**config.mk**
```make
export PLATFORM = sky130hd
export DESIGN_NAME = nx_fifo_1r1w_hw_ctrl
export DESIGN_NICKNAME = d
export VERILOG_FILES = /design/src/rtl/nx_fifo_1r1w_hw_ctrl.sv
export SDC_FILE = /design/constraint.sdc
export NUM_CORES = 1
export LEC_CHECK = 0
export BUFFER_PORTS_ARGS = -buffer_cell sky130_fd_sc_hd__buf_2
export CAP_MARGIN = 25
export CORE_ASPECT_RATIO = 0.75
export CORE_UTILIZATION = 56
export DETAILED_ROUTE_END_ITERATION = 8
export GPL_TIMING_DRIVEN = 1
export PLACE_DENSITY = 0.87
export SLEW_MARGIN = 20
export SYNTH_ARGS = -nofsm -noshare
export SYNTH_HDL_FRONTEND = slang
export SYNTH_SLANG_ARGS = --single-unit
```
**constraint.sdc**
```tcl
create_clock -name clk -period 6.9 [get_ports clk]
set_input_delay 0.69 -clock clk [delete_from_list [all_inputs] [get_ports clk]]
set_output_delay 0.69 -clock clk [all_outputs]
set_load 0.05 [all_outputs]
```
**src/rtl/nx_fifo_1r1w_hw_ctrl.sv**
```systemverilog
// Hardware-port controller for an indirect-access 1R1W FIFO RAM: pointers, RAM
// word count, read-latency tracking and an output skid buffer sized for RD_LAT.
module nx_fifo_1r1w_hw_ctrl #(
  parameter int unsigned N_DATA_BITS = 32,
  parameter int unsigned N_ENTRIES   = 16,
  parameter int unsigned RD_LAT      = 2
) (
  input  logic                                       clk,
  input  logic                                       rst_n,
  input  logic                                       soft_clr,
  input  logic                                       wr_vld,
  input  logic [N_DATA_BITS-1:0]                     wr_dat,
  output logic                                       wr_rdy,
  output logic                                       rd_vld,
  output logic [N_DATA_BITS-1:0]                     rd_dat,
  input  logic                                       rd_rdy,
  output logic                                       hw_cs,
  output logic                                       hw_we,
  output logic                                       hw_re,
  output logic [$clog2(N_ENTRIES)-1:0]               hw_waddr,
  output logic [$clog2(N_ENTRIES)-1:0]               hw_raddr,
  output logic [N_DATA_BITS-1:0]                     hw_din,
  input  logic [N_DATA_BITS-1:0]                     hw_dout,
  input  logic                                       hw_yield,
  output logic [$clog2(N_ENTRIES+RD_LAT+2)-1:0]      occupancy,
  output logic                                       empty,
  output logic                                       full
);

  localparam int unsigned AW  = $clog2(N_ENTRIES);
  localparam int unsigned CW  = $clog2(N_ENTRIES + 1);
  localparam int unsigned OW  = $clog2(N_ENTRIES + RD_LAT + 2);
  localparam int unsigned BD  = RD_LAT + 1;
  localparam int unsigned BAW = $clog2(BD);
  localparam int unsigned BCW = $clog2(BD + 1);
  localparam int unsigned IW  = $clog2(RD_LAT + 1);
  localparam int unsigned SW  = $clog2(2 * RD_LAT + 3);

  logic [AW-1:0]          wptr, rptr;
  logic [CW-1:0]          mem_cnt;
  logic [RD_LAT-1:0]      rd_sr;
  logic [N_DATA_BITS-1:0] obuf [BD];
  logic [BAW-1:0]         bwp, brp;
  logic [BCW-1:0]         bcnt;
  logic [IW-1:0]          inflight;
  logic [SW-1:0]          slots_used;
  logic                   cap, pop, issue_ok;

  function automatic logic [AW-1:0] ram_inc(input logic [AW-1:0] p);
    return (p == AW'(N_ENTRIES - 1)) ? '0 : p + AW'(1);
  endfunction

  function automatic logic [BAW-1:0] buf_inc(input logic [BAW-1:0] p);
    return (p == BAW'(BD - 1)) ? '0 : p + BAW'(1);
  endfunction

  // Reads in flight = number of tags in the latency shift register.
  always_comb begin
    inflight = '0;
    for (int i = 0; i < int'(RD_LAT); i++) begin
      inflight = inflight + IW'(rd_sr[i]);
    end
  end

  // A pop this cycle frees a buffer slot at the same edge, so it counts as credit.
  always_comb begin
    cap        = rd_sr[RD_LAT-1];
    rd_vld     = rst_n && (bcnt != '0);
    pop        = rd_vld && rd_rdy;
    slots_used = SW'(bcnt) + SW'(inflight);
    issue_ok   = (slots_used - SW'(pop)) < SW'(BD);
    full       = rst_n && (mem_cnt == CW'(N_ENTRIES));
    wr_rdy     = rst_n && !full && !hw_yield && !soft_clr;
    hw_we      = wr_vld && wr_rdy;
    hw_re      = rst_n && (mem_cnt != '0) && issue_ok && !hw_yield && !soft_clr;
    hw_cs      = hw_we | hw_re;
    hw_waddr   = wptr;
    hw_raddr   = rptr;
    hw_din     = rst_n ? wr_dat : '0;
    rd_dat     = rd_vld ? obuf[brp] : '0;
    occupancy  = OW'(mem_cnt) + OW'(inflight) + OW'(bcnt);
    empty      = (occupancy == '0);
  end

  // Control state; soft_clr drops everything, including tags of returning reads.
  always_ff @(posedge clk or negedge rst_n) begin
    if (!rst_n) begin
      wptr    <= '0;
      rptr    <= '0;
      mem_cnt <= '0;
      rd_sr   <= '0;
      bwp     <= '0;
      brp     <= '0;
      bcnt    <= '0;
    end else if (soft_clr) begin
      wptr    <= '0;
      rptr    <= '0;
      mem_cnt <= '0;
      rd_sr   <= '0;
      bwp     <= '0;
      brp     <= '0;
      bcnt    <= '0;
    end else begin
      if (hw_we) wptr <= ram_inc(wptr);
      if (hw_re) rptr <= ram_inc(rptr);
      case ({hw_we, hw_re})
        2'b10:   mem_cnt <= mem_cnt + CW'(1);
        2'b01:   mem_cnt <= mem_cnt - CW'(1);
        default: mem_cnt <= mem_cnt;
      endcase
      rd_sr <= RD_LAT'({rd_sr, hw_re});
      if (cap) bwp <= buf_inc(bwp);
      if (pop) brp <= buf_inc(brp);
      case ({cap, pop})
        2'b10:   bcnt <= bcnt + BCW'(1);
        2'b01:   bcnt <= bcnt - BCW'(1);
        default: bcnt <= bcnt;
      endcase
    end
  end

  // Untagged hw_dout cycles carry software read data and are never stored.
  always_ff @(posedge clk) begin
    if (cap && !soft_clr) obuf[bwp] <= hw_dout;
  end

endmodule

```
==> impl_metrics.py, run 1 <==
metrics = {
    "outcome": {
        "status": "finished, final reports clean",
    },
    "floorplanning": {
        "die_w_um": 114.9,
        "dieHeight_um": 86.66,
        "start_util_pct": 58.43,
        "io_pins": 154,
        "coreArea_mm2": 0.009159,
        "num_rows": 30,
        "design.die.area_mm2": 0.009955,
    },
    "placed_design": {
        "port_buffers": 153,
        "place_ws_ps": 1683,
        "dp.final_hpwl_um": 7703,
        "place_congestion": 0.8245,
        "post_dp_cell_area_mm2": 0.006238,
    },
    "worst_setup_path": {
        "slowest_delay_ps": 550,
        "cpMostUsedCell": "inv_1",
        "critical_path.top_delay_family": "compound AO/OA/AOI/OAI gates",
        "cp_num_buf_inv": 6,
        "crit_chain": "buf_2 > buf_4 > o211ai_1 > inv_1 > ha_1 > inv_1 > ha_1 > inv_1 > fa_1 > xnor2_1 > a2111o_1 > or3_1 > inv_1 > ha_1 > a21o_1 > a21oi_1 > mux2i_1 > mux2_1",
        "slowest_stage": "a2111o_1",
        "worstPathArrival_ps": 5100,
        "worst-endpoint-required_ps": 7170,
        "criticalPathCategory": "primary input to register",
        "critPathLaunchType": "primary input",
        "path_max_fanout": 57,
        "endpoint_kind": "register",
    },
    "timing": {
        "max_slew.worst_pin.slew_ps": 1032,
        "fin_crit_sh_pct": 69.94,
        "finClkSkew_ps": 7.097,
        "fin_crit_ps": 4826,
        "setup_viol": 0,
        "tns_ps": 0,
        "timing.final.ws_setup_ps": 2074,
        "rsz0062_at_grt": "false",
        "slew_violations": 0,
        "fmax_mhz": 207.2,
        "hold_violations": 0,
        "slew_headroom_pct": 31.17,
    },
    "yosys": {
        "yosysUniqueCellTypes": 39,
        "yosysWarnings": 0,
        "synth_area_mm2": 0.005351,
        "yosys_most_used_dff": "edfxtp_1",
        "synth.yosys.seq_area_share_pct": 63.69,
        "synth-seq-cells": 117,
        "synth_edf_count": 96,
        "synth_nets": 516,
        "avgSynthCellArea_um2": 12.45,
        "synth_cells": 430,
        "async_reset_ff_share_pct": 17.95,
    },
    "pwr": {
        "p_total_w": 0.001905,
        "vdd_ir_drop_max_v": 0.0001850,
        "power.density_mw_per_mm2": 277.2,
        "p_leak_nw": 2.936,
    },
    "layout": {
        "final_net_count": 670,
        "area_growth_pct": 28.41,
        "multiInputGateArea_mm2": 0.001808,
        "diodes": 0,
        "regArea_mm2": 0.003413,
        "layout-drive-gt1-share_pct": 33.00,
        "design_area_mm2": 0.006872,
        "fillCellCount": 600,
    },
    "global_routing": {
        "grt_pass1_vias": 3836,
        "grt_use_total_pct": 24.95,
        "grt_pass1_wl_um": 18290,
        "grt_max_degree": 68,
        "antenna_found_initial": 0,
        "gr-total-overflow": 0,
    },
    "clock_network": {
        "numCtsBuffers": 17,
        "post_cts_buffers": 0,
        "ctsHoldBuffers": 0,
        "cts_tree": "done",
        "cts.path.max_buffers": 2,
        "cts_sinks": 117,
        "cts-root-buf": "clkbuf_16",
        "clk_pin_slew_worst_paths_ps": 50,
        "clk_latency_ps": 400,
        "htree_levels": 4,
        "cts_resized": 0,
    },
    "detailed_routing": {
        "routed_wl_um": 11890,
        "wl_per_cell_um": 16.40,
        "postRouteAntennaNets": 0,
        "avgViaCountPerCell": 5.290,
        "vias": 3835,
        "remaining_drc_errors": 0,
        "drt_iter0_drc": 255,
        "dr.pass1.iters": 4,
    },
    "job": {
        "maxCapViolCount": 0,
    },
    "min_path": {
        "hold_path_class": "primary input to asynchronous set/reset pin",
    },
}
==> state kept, by name (all words and copies together) (netlist names) <==
name / flops
rd_sr: 2
bcnt: 2
mem_cnt: 5
hw_waddr: 4
obuf: 96
hw_raddr: 4
brp: 2
bwp: 2
==> synth_stat cells, types with 2 or more instances <==
| cell | count | area (µm²) |
|---|---|---|
| buf_4 | 2 | 15.01 |
| ha_1 | 11 | 137.6 |
| clkbuf_1 | 15 | 56.30 |
| edfxtp_1 | 96 | 2883 |
| nor3_1 | 4 | 20.02 |
| dfrtp_1 | 21 | 525.5 |
| a211oi_1 | 2 | 15.01 |
| or3_1 | 3 | 18.77 |
| fa_1 | 5 | 100.1 |
| o21ai_0 | 4 | 20.02 |
| inv_1 | 15 | 56.30 |
| and3_1 | 2 | 12.51 |
| o21ai_1 | 2 | 10.01 |
| xnor2_1 | 9 | 78.83 |
| xor2_1 | 3 | 26.28 |
| and2_1 | 33 | 206.5 |
| buf_1 | 3 | 11.26 |
| mux2i_1 | 35 | 350.3 |
| nor2b_1 | 3 | 18.77 |
| nand2b_1 | 5 | 31.28 |
| buf_2 | 3 | 15.01 |
| nand2_1 | 10 | 37.54 |
| a21o_1 | 2 | 15.01 |
| nor2_1 | 81 | 304.0 |
| a21oi_1 | 45 | 225.2 |
| nor3b_1 | 3 | 22.52 |
==> cells by family (layout without fill, tap and decap cells) <==
logic type	after synthesis	count (layout)	synth area share, %
AOI/OAI and AO/OA	62	62	6.804
buffers and inverters	38	205	2.876
xor gates and xnor gates	12	12	1.964
muxes	36	36	6.757
DFF	117	117	63.69
and+or+nand+nor	149	149	13.47
adders and majority gates	16	16	4.442
==> path summary, 6_finish.rpt <==
kind / from / end / slack, ps / cells past startpoint
max: rst_n / mem_cnt[4] / 2070 / 18
min: rst_n / hw_raddr[2] / 340 / 2
max reg2reg: bcnt[0] / mem_cnt[4] / 2200 / 16
min reg2reg: rd_sr[0] / rd_sr[1] / 550 / 1
max in group asynchronous: rst_n / brp[1] / 6150 / 2
min in group clk: hw_dout[19] / obuf[1][19] / 480 / 1
==> cell type report <==
| type | instances | share of cell area (%) |
|---|---|---|
| Multi-Input combinational cell | 275 | 26.31 |
| Clock inverter | 14 | 2.932 |
| Clock buffer | 18 | 6.245 |
| Timing Repair Buffer | 158 | 11.69 |
| Sequential cell | 117 | 49.67 |
| Tap cell | 128 | 2.331 |
| Inverter | 15 | 0.8194 |
==> cell usage in the layout (no fill, tap or decap), types with 3 or more instances in the layout <==
master	count
clkinv_4	6
nor2_1	81
xnor2_1	9
inv_1	15
and2_1	33
xor2_1	3
ha_1	11
nor2b_1	3
buf_2	153
bufinv_16	4
a21oi_1	45
mux2i_1	35
nor3_1	3
fa_1	5
or3_1	3
nand2b_1	5
buf_4	5
clkbuf_16	17
dfrtp_1	19
nand2_1	10
edfxtp_1	96
o21ai_0	4
==> metrics by stage <==
step / std cells / utilization, % / hold WS [ps]
finish: 725 / 75.03 / 343.2
global route: 725 / 75.03 / 384.7
CTS: 725 / 75.00 / 347.7
detailed placement: 693 / 68.11 / 536.0
global placement: 693 / 68.11 / 536.4
floorplan: 430 / - / 394.4
==> power breakdown <==
part	total [W]	internal (W)	switching (W)
Sequential	0.000783	0.000771	0.0000119
Clock	0.000926	0.000608	0.000318
Combinational	0.000196	0.0000580	0.000138
Total	0.00191	0.00144	0.000467
==> per-layer routing <==
layer / global-route usage (%) / share of wire [%]
met2: 45.73 / 54
met3: 5.594 / 6.3
met4: 12.16 / 1.5
met1: 27.53 / 38
met5: 0 / 0
Power figures use the tool's default switching activity.
==> inputs of run 2 (changes only) <==
--- a/config.mk
+++ b/config.mk
@@ -5,13 +5,14 @@
 export SDC_FILE = /design/constraint.sdc
 export NUM_CORES = 1
 export LEC_CHECK = 0
+export ABC_AREA = 1
 export BUFFER_PORTS_ARGS = -buffer_cell sky130_fd_sc_hd__buf_2
 export CAP_MARGIN = 25
 export CORE_ASPECT_RATIO = 0.75
-export CORE_UTILIZATION = 56
+export CORE_UTILIZATION = 47
 export DETAILED_ROUTE_END_ITERATION = 8
 export GPL_TIMING_DRIVEN = 1
-export PLACE_DENSITY = 0.87
+export PLACE_DENSITY = 0.78
 export SLEW_MARGIN = 20
 export SYNTH_ARGS = -nofsm -noshare
 export SYNTH_HDL_FRONTEND = slang
==> constraint.sdc (replaced) <==
create_clock -name clk -period 3.9 [get_ports clk]
set_input_delay 0.39 -clock clk [delete_from_list [all_inputs] [get_ports clk]]
set_output_delay 0.39 -clock clk [all_outputs]
set_load 0.05 [all_outputs]
==> impl_metrics.py, run 2 <==
metrics = {
    "pwr": {
        "p_int_w": 0.002680,
        "clkPwrFrac_pct": 35.3,
        "seqPwrFrac_pct": 34.2,
        "switching_power_w": 0.001580,
        "power.density_mw_per_mm2": 594.6,
        "p_comb_share_pct": 30.5,
        "switching_share_pct": 37.09,
        "p_leak_nw": 3.643,
        "vdd_ir_drop_max_v": 0.0003536,
    },
    "yosys": {
        "yosysWarnings": 0,
        "synth_nets": 649,
        "async_reset_ff_share_pct": 17.95,
        "synth_edf_count": 96,
        "yosys-top-cells-area": "edfxtp_1, nand2_1, dfrtp_1",
        "synth_area_mm2": 0.005567,
        "synth_top_cell_by_area": "edfxtp_1",
        "avgSynthCellArea_um2": 9.887,
        "synth.yosys.seq_area_share_pct": 61.23,
        "synth_top_area_share_pct": 51.79,
        "yosysMostFrequentCell": "nand2_1",
        "synth-seq-cells": 117,
        "netlist_top_cells_count": "nand2_1, edfxtp_1, inv_1",
        "yosys_most_used_dff": "edfxtp_1",
        "synth_cells": 563,
        "yosysUniqueCellTypes": 34,
    },
    "outcome": {
        "status": "finished, final reports clean",
    },
    "timing": {
        "max_slew.worst_pin.slew_ps": 816.5,
        "slew_violations": 0,
        "fin_crit_sh_pct": 92.82,
        "worst_hold_slack_ps": 102.1,
        "slew_headroom_pct": 45.27,
        "rsz0062_at_grt": "false",
        "setup_viol": 0,
        "hold_violations": 0,
        "fin_crit_ps": 3620,
        "tns_ps": 0,
        "fmax_mhz": 276.3,
        "finClkSkew_ps": 10.03,
    },
    "global_routing": {
        "grt_pass1_vias": 4069,
        "busiest_layer": "met2",
        "met3_usage_pct": 5.503,
        "grt_pass1_wl_um": 19460,
        "antenna_found_initial": 1,
        "grt_max_degree": 55,
        "gr-total-overflow": 0,
        "grtUsageMet1_pct": 27.15,
        "grt_use_total_pct": 20.98,
        "grt_use_met2_pct": 34.70,
    },
    "layout": {
        "final_net_count": 812,
        "reg_top3": "obuf (96), mem_cnt (5)",
        "final_cell_mix": "nand2_1, buf_2, edfxtp_1, inv_1, nand3_1",
        "layout-drive-gt1-share_pct": 30.58,
        "area_growth_pct": 28.70,
        "largest_register": "obuf",
        "largest_register_ffs": 96,
        "layout_commonest_cell": "nand2_1",
        "diodes": 0,
    },
    "detailed_routing": {
        "drt_iter0_drc": 297,
        "remaining_drc_errors": 0,
        "postRouteAntennaNets": 0,
        "routed_wl_um": 12550,
        "vias": 4237,
        "dr.pass1.iters": 4,
        "avgViaCountPerCell": 4.703,
        "wl_per_cell_um": 13.93,
    },
    "floorplanning": {
        "io_pins": 154,
        "dieHeight_um": 96.25,
        "design.die.area_mm2": 0.01229,
        "num_rows": 34,
        "start_util_pct": 48.11,
        "coreArea_mm2": 0.01157,
        "die_w_um": 127.7,
    },
    "clock_network": {
        "clk_latency_ps": 400,
        "numCtsBuffers": 17,
        "post_cts_buffers": 0,
        "cts_tree": "done",
        "htree_levels": 4,
        "clk_pin_slew_worst_paths_ps": 60,
        "cts_sinks": 117,
        "cts.path.max_buffers": 2,
        "cts-root-buf": "clkbuf_16",
    },
    "placed_design": {
        "dp.final_hpwl_um": 8664,
        "place_congestion": 0.8726,
        "port_buffers": 153,
    },
    "worst_setup_path": {
        "worst-endpoint-required_ps": 4190,
        "criticalPathCategory": "register to register",
        "critPathLaunchType": "register",
        "worstPathArrival_ps": 3910,
        "path_max_fanout": 5,
        "endpoint_kind": "register",
    },
    "min_path": {
        "hold_path_class": "primary input to asynchronous set/reset pin",
    },
    "job": {
        "maxCapViolCount": 0,
    },
}
==> run 2: cell types whose count changed after synthesis, sizes merged, moves of 9 or more <==
cell,change
nand2,+197
inv,+83
nor2,-60
nand3,+48
a21oi,-41
mux2i,-35
and2,-33
clkbuf,-9
==> run 2: path summary, 6_finish.rpt <==
kind | start | endpoint | slack, ps | cells after the start
setup / recovery | bcnt[0] | mem_cnt[4] | 280 | 24
hold / removal | rst_n | hw_raddr[1] | 100 | 2
setup reg to reg | bcnt[0] | mem_cnt[4] | 280 | 24
hold reg to reg | rd_sr[0] | rd_sr[1] | 500 | 2
max in group asynchronous | rst_n | bwp[0] | 3410 | 2
min in group clk | hw_dout[17] | obuf[1][17] | 190 | 1
==> run 2: logic make-up (layout without fill, tap and decap cells) <==
group                      count (synthesis)  count (layout)  synth area share, %
xor gates and xnor gates                   6               6               0.9440
muxes                                      1               1               0.2023
adders and majority gates                 16              16                4.271
AOI/OAI and AO/OA                         25              25                2.742
buffers and inverters                    116             292                8.159
and+or+nand+nor                          282             282                22.45
DFF                                      117             117                61.23
==> run 2: final cells by class <==
type	count	area, µm²
Timing Repair Buffer	162	873.3
Tap cell	162	202.7
Sequential cell	117	3408
Clock inverter	15	155.1
Multi-Input combinational cell	330	1727
Clock buffer	17	425.4
Inverter	98	372.9
Fill cell	970	4407
==> run 2: repair_timing <==
item	CTS	global route
hold endpoints to repair	0	0
hold buffers	0	0
gates resized for setup	0	1
setup endpoints to repair	0	1
==> run 2: critical path, stage by stage, from the launching register on <==
cell,delay (ps)
dfrtp_1,450
nor2_2,210
nor2_4,40
nand2_1,140
inv_2,80
ha_1,290
inv_1,50
ha_1,130
inv_1,50
fa_1,410
nand2_1,100
inv_1,50
nor2_1,90
nand2_1,90
nor2_2,130
nand3_4,110
fa_1,420
nand3b_1,170
nand2_1,80
xor2_1,190
inv_1,60
nand2_1,50
nand2_1,40
nand2_1,60
nand2_1,40
==> run 2: per-layer routing <==
metal | wire (µm) | vias up | share of wire [%]
met5 | 13 | - | 0.10
met4 | 129 | 2 | 1.0
met3 | 542 | 13 | 4.3
met2 | 6210 | 96 | 49
met1 | 5653 | 2001 | 45
li1 | - | 2125 | -
==> run 2: stage by stage <==
stage	setup slack, ps	std cells	area, µm²	utilization, %	total power (W)
detailed placement	272.8	867	6526	56.40	0.002776
global route	14.31	901	7164	61.92	0.004457
finish	280.2	901	7164	61.92	0.004260
CTS	261.3	899	7107	61.42	0.004285
floorplan	111.1	563	5567	-	0.002471
global placement	380.9	867	6526	56.40	0.002740
==> run 2: power groups by stage <==
| stage | Sequential, W | Clock [W] | Combinational [W] |
|---|---|---|---|
| after CTS | 0.00146 | 0.00153 | 0.00130 |
| after global routing | 0.00146 | 0.00159 | 0.00140 |
| final | 0.00146 | 0.00151 | 0.00130 |
| after global placement | 0.00148 | 0 | 0.00126 |
| after detailed placement | 0.00148 | 0 | 0.00130 |
| after floorplan | 0.00148 | 0 | 0.000988 |
==> inputs of run 3 (changes only) <==
--- a/config.mk
+++ b/config.mk
@@ -9,6 +9,7 @@
 export BUFFER_PORTS_ARGS = -buffer_cell sky130_fd_sc_hd__buf_2
 export CAP_MARGIN = 25
 export CORE_ASPECT_RATIO = 0.75
+export CORE_MARGIN = 2
 export CORE_UTILIZATION = 47
 export DETAILED_ROUTE_END_ITERATION = 8
 export GPL_TIMING_DRIVEN = 1
==> impl_metrics.py, run 3 (synthesized netlist as in run 2, its figures left out) <==
metrics = {
    "floorplanning": {
        "dieHeight_um": 98.25,
        "design.die.area_mm2": 0.01274,
        "die_w_um": 129.7,
        "io_pins": 154,
        "coreArea_mm2": 0.01157,
        "num_rows": 34,
        "start_util_pct": 48.11,
    },
    "worst_setup_path": {
        "criticalPathCategory": "register to register",
        "worstPathArrival_ps": 3900,
        "worst-endpoint-required_ps": 4200,
        "r2r_cells": 23,
        "crit_end": "mem_cnt[4]",
        "critPathLaunchType": "register",
        "cp-startpoint": "bcnt[0]",
        "path_max_fanout": 5,
        "timing.rr.start": "bcnt[0]",
        "ff2ff_setup_slack_ps": 290,
        "endpoint_kind": "register",
        "r2r-end": "mem_cnt[4]",
    },
    "layout": {
        "area_growth_pct": 29.04,
        "multiInputGateArea_mm2": 0.001749,
        "layout_commonest_cell": "nand2_1",
        "largest_register_ffs": 96,
        "stdcell_count": 897,
        "diodes": 0,
        "layout-drive-gt1-share_pct": 30.20,
        "final_net_count": 810,
        "reg_top3": "obuf (96), mem_cnt (5)",
        "final_cell_mix": "nand2_1, buf_2, edfxtp_1, inv_1, nand3_1",
        "largest_register": "obuf",
        "fillCellCount": 959,
        "regArea_mm2": 0.003408,
    },
    "clock_network": {
        "ctsHoldBuffers": 0,
        "cts_tree": "done",
        "cts-root-buf": "clkbuf_16",
        "clk_latency_ps": 410,
        "clk_pin_slew_worst_paths_ps": 50,
        "htree_levels": 4,
        "numCtsBuffers": 17,
        "cts.path.max_buffers": 2,
        "cts_resized": 0,
        "post_cts_buffers": 0,
        "cts_sinks": 117,
    },
    "job": {
        "maxCapViolCount": 0,
    },
    "timing": {
        "rsz0062_at_grt": "false",
        "fmax_mhz": 277.3,
        "hold_violations": 0,
        "finClkSkew_ps": 10.28,
        "tns_ps": 0,
        "fin_crit_ps": 3606,
        "setup_viol": 0,
        "max_slew.worst_pin.slew_ps": 861.0,
        "slew_headroom_pct": 42.46,
        "fin_crit_sh_pct": 92.47,
        "slew_violations": 0,
    },
    "global_routing": {
        "antenna_found_initial": 0,
        "grt_max_degree": 55,
        "grt_pass1_vias": 4323,
        "grt_pass1_wl_um": 20830,
        "grt_use_total_pct": 21.38,
        "gr-total-overflow": 0,
    },
    "outcome": {
        "status": "finished, final reports clean",
    },
    "detailed_routing": {
        "postRouteAntennaNets": 0,
        "wl_per_cell_um": 14.54,
        "routed_wl_um": 13040,
        "drt_iter0_drc": 272,
        "dr.pass1.iters": 5,
        "remaining_drc_errors": 0,
        "vias": 4278,
        "avgViaCountPerCell": 4.769,
    },
    "pwr": {
        "vdd_ir_drop_max_v": 0.0004075,
        "power.density_mw_per_mm2": 605.0,
        "p_leak_nw": 3.651,
    },
    "placed_design": {
        "placed_cells": 865,
        "place_congestion": 0.8633,
        "dp.final_hpwl_um": 8702,
        "port_buffers": 153,
    },
    "min_path": {
        "hold_path_class": "primary input to asynchronous set/reset pin",
    },
}
[run 3: area by class of cell]
type / count / area share, %
well taps: 162 / 2.822
multi-input cells: 330 / 24.35
repair buffers: 160 / 11.95
flip-flops and latches: 117 / 47.45
clock inverters: 12 / 2.264
inverters: 98 / 5.191
clock buffers: 18 / 5.975
[run 3: through the flow]
stage               util (%)  hold WS, ps  area [µm²]  total power, W  setup slack (ps)
floorplan                  -        94.41        5567        0.002471             111.1
global placement       56.36        504.6        6521        0.002745             406.6
detailed placement     56.36        498.4        6521        0.002791             233.1
CTS                    61.47        87.02        7113        0.004358             222.1
global route           62.08        138.4        7183        0.004534             20.98
finish                 62.08        100.8        7183        0.004346             293.7
[run 3: worst min-delay path by stage]
| stage | startpoint | to | slack [ps] |
|---|---|---|---|
| global route | rst_n | hw_raddr[1] | 140 |
| floorplan | rst_n | bcnt[0] | 90 |
| global placement | rst_n | hw_raddr[2] | 500 |
| detailed placement | rd_sr[0] | rd_sr[1] | 500 |
| CTS | rst_n | hw_raddr[1] | 90 |
| finish | rst_n | hw_raddr[1] | 100 |
[run 3: metal layers]
layer	routed length, µm	up-vias	global-route usage, %
met5	0	-	0
met2	6455	103	35.36
li1	-	2118	-
met1	5822	2047	27.55
met3	646	10	5.699
met4	119	0	6.865
[run 3: report_power, final]
group | total, W | internal, W | switching [W]
Clock | 0.00157 | 0.00105 | 0.000519
Sequential | 0.00146 | 0.00140 | 0.0000672
Combinational | 0.00131 | 0.000342 | 0.000971
Total | 0.00435 | 0.00279 | 0.00156
[run 3: worst max-delay path, stage by stage, from the launching register on]
cell and delay, ps:
dfrtp_1 470, nor2_4 180, nor2_4 40, nand2_1 120, inv_2 70, ha_1 290, inv_1 60, ha_1 130
inv_1 40, fa_1 500, nor2_1 60, nor2_1 90, nand2_1 90, nor2_2 130, nand3_4 110, fa_1 420
nand3b_1 170, nand2_1 100, xor2_2 160, inv_1 60, nand2_1 50, nand2_1 50, nand2_1 60, nand2_1 40
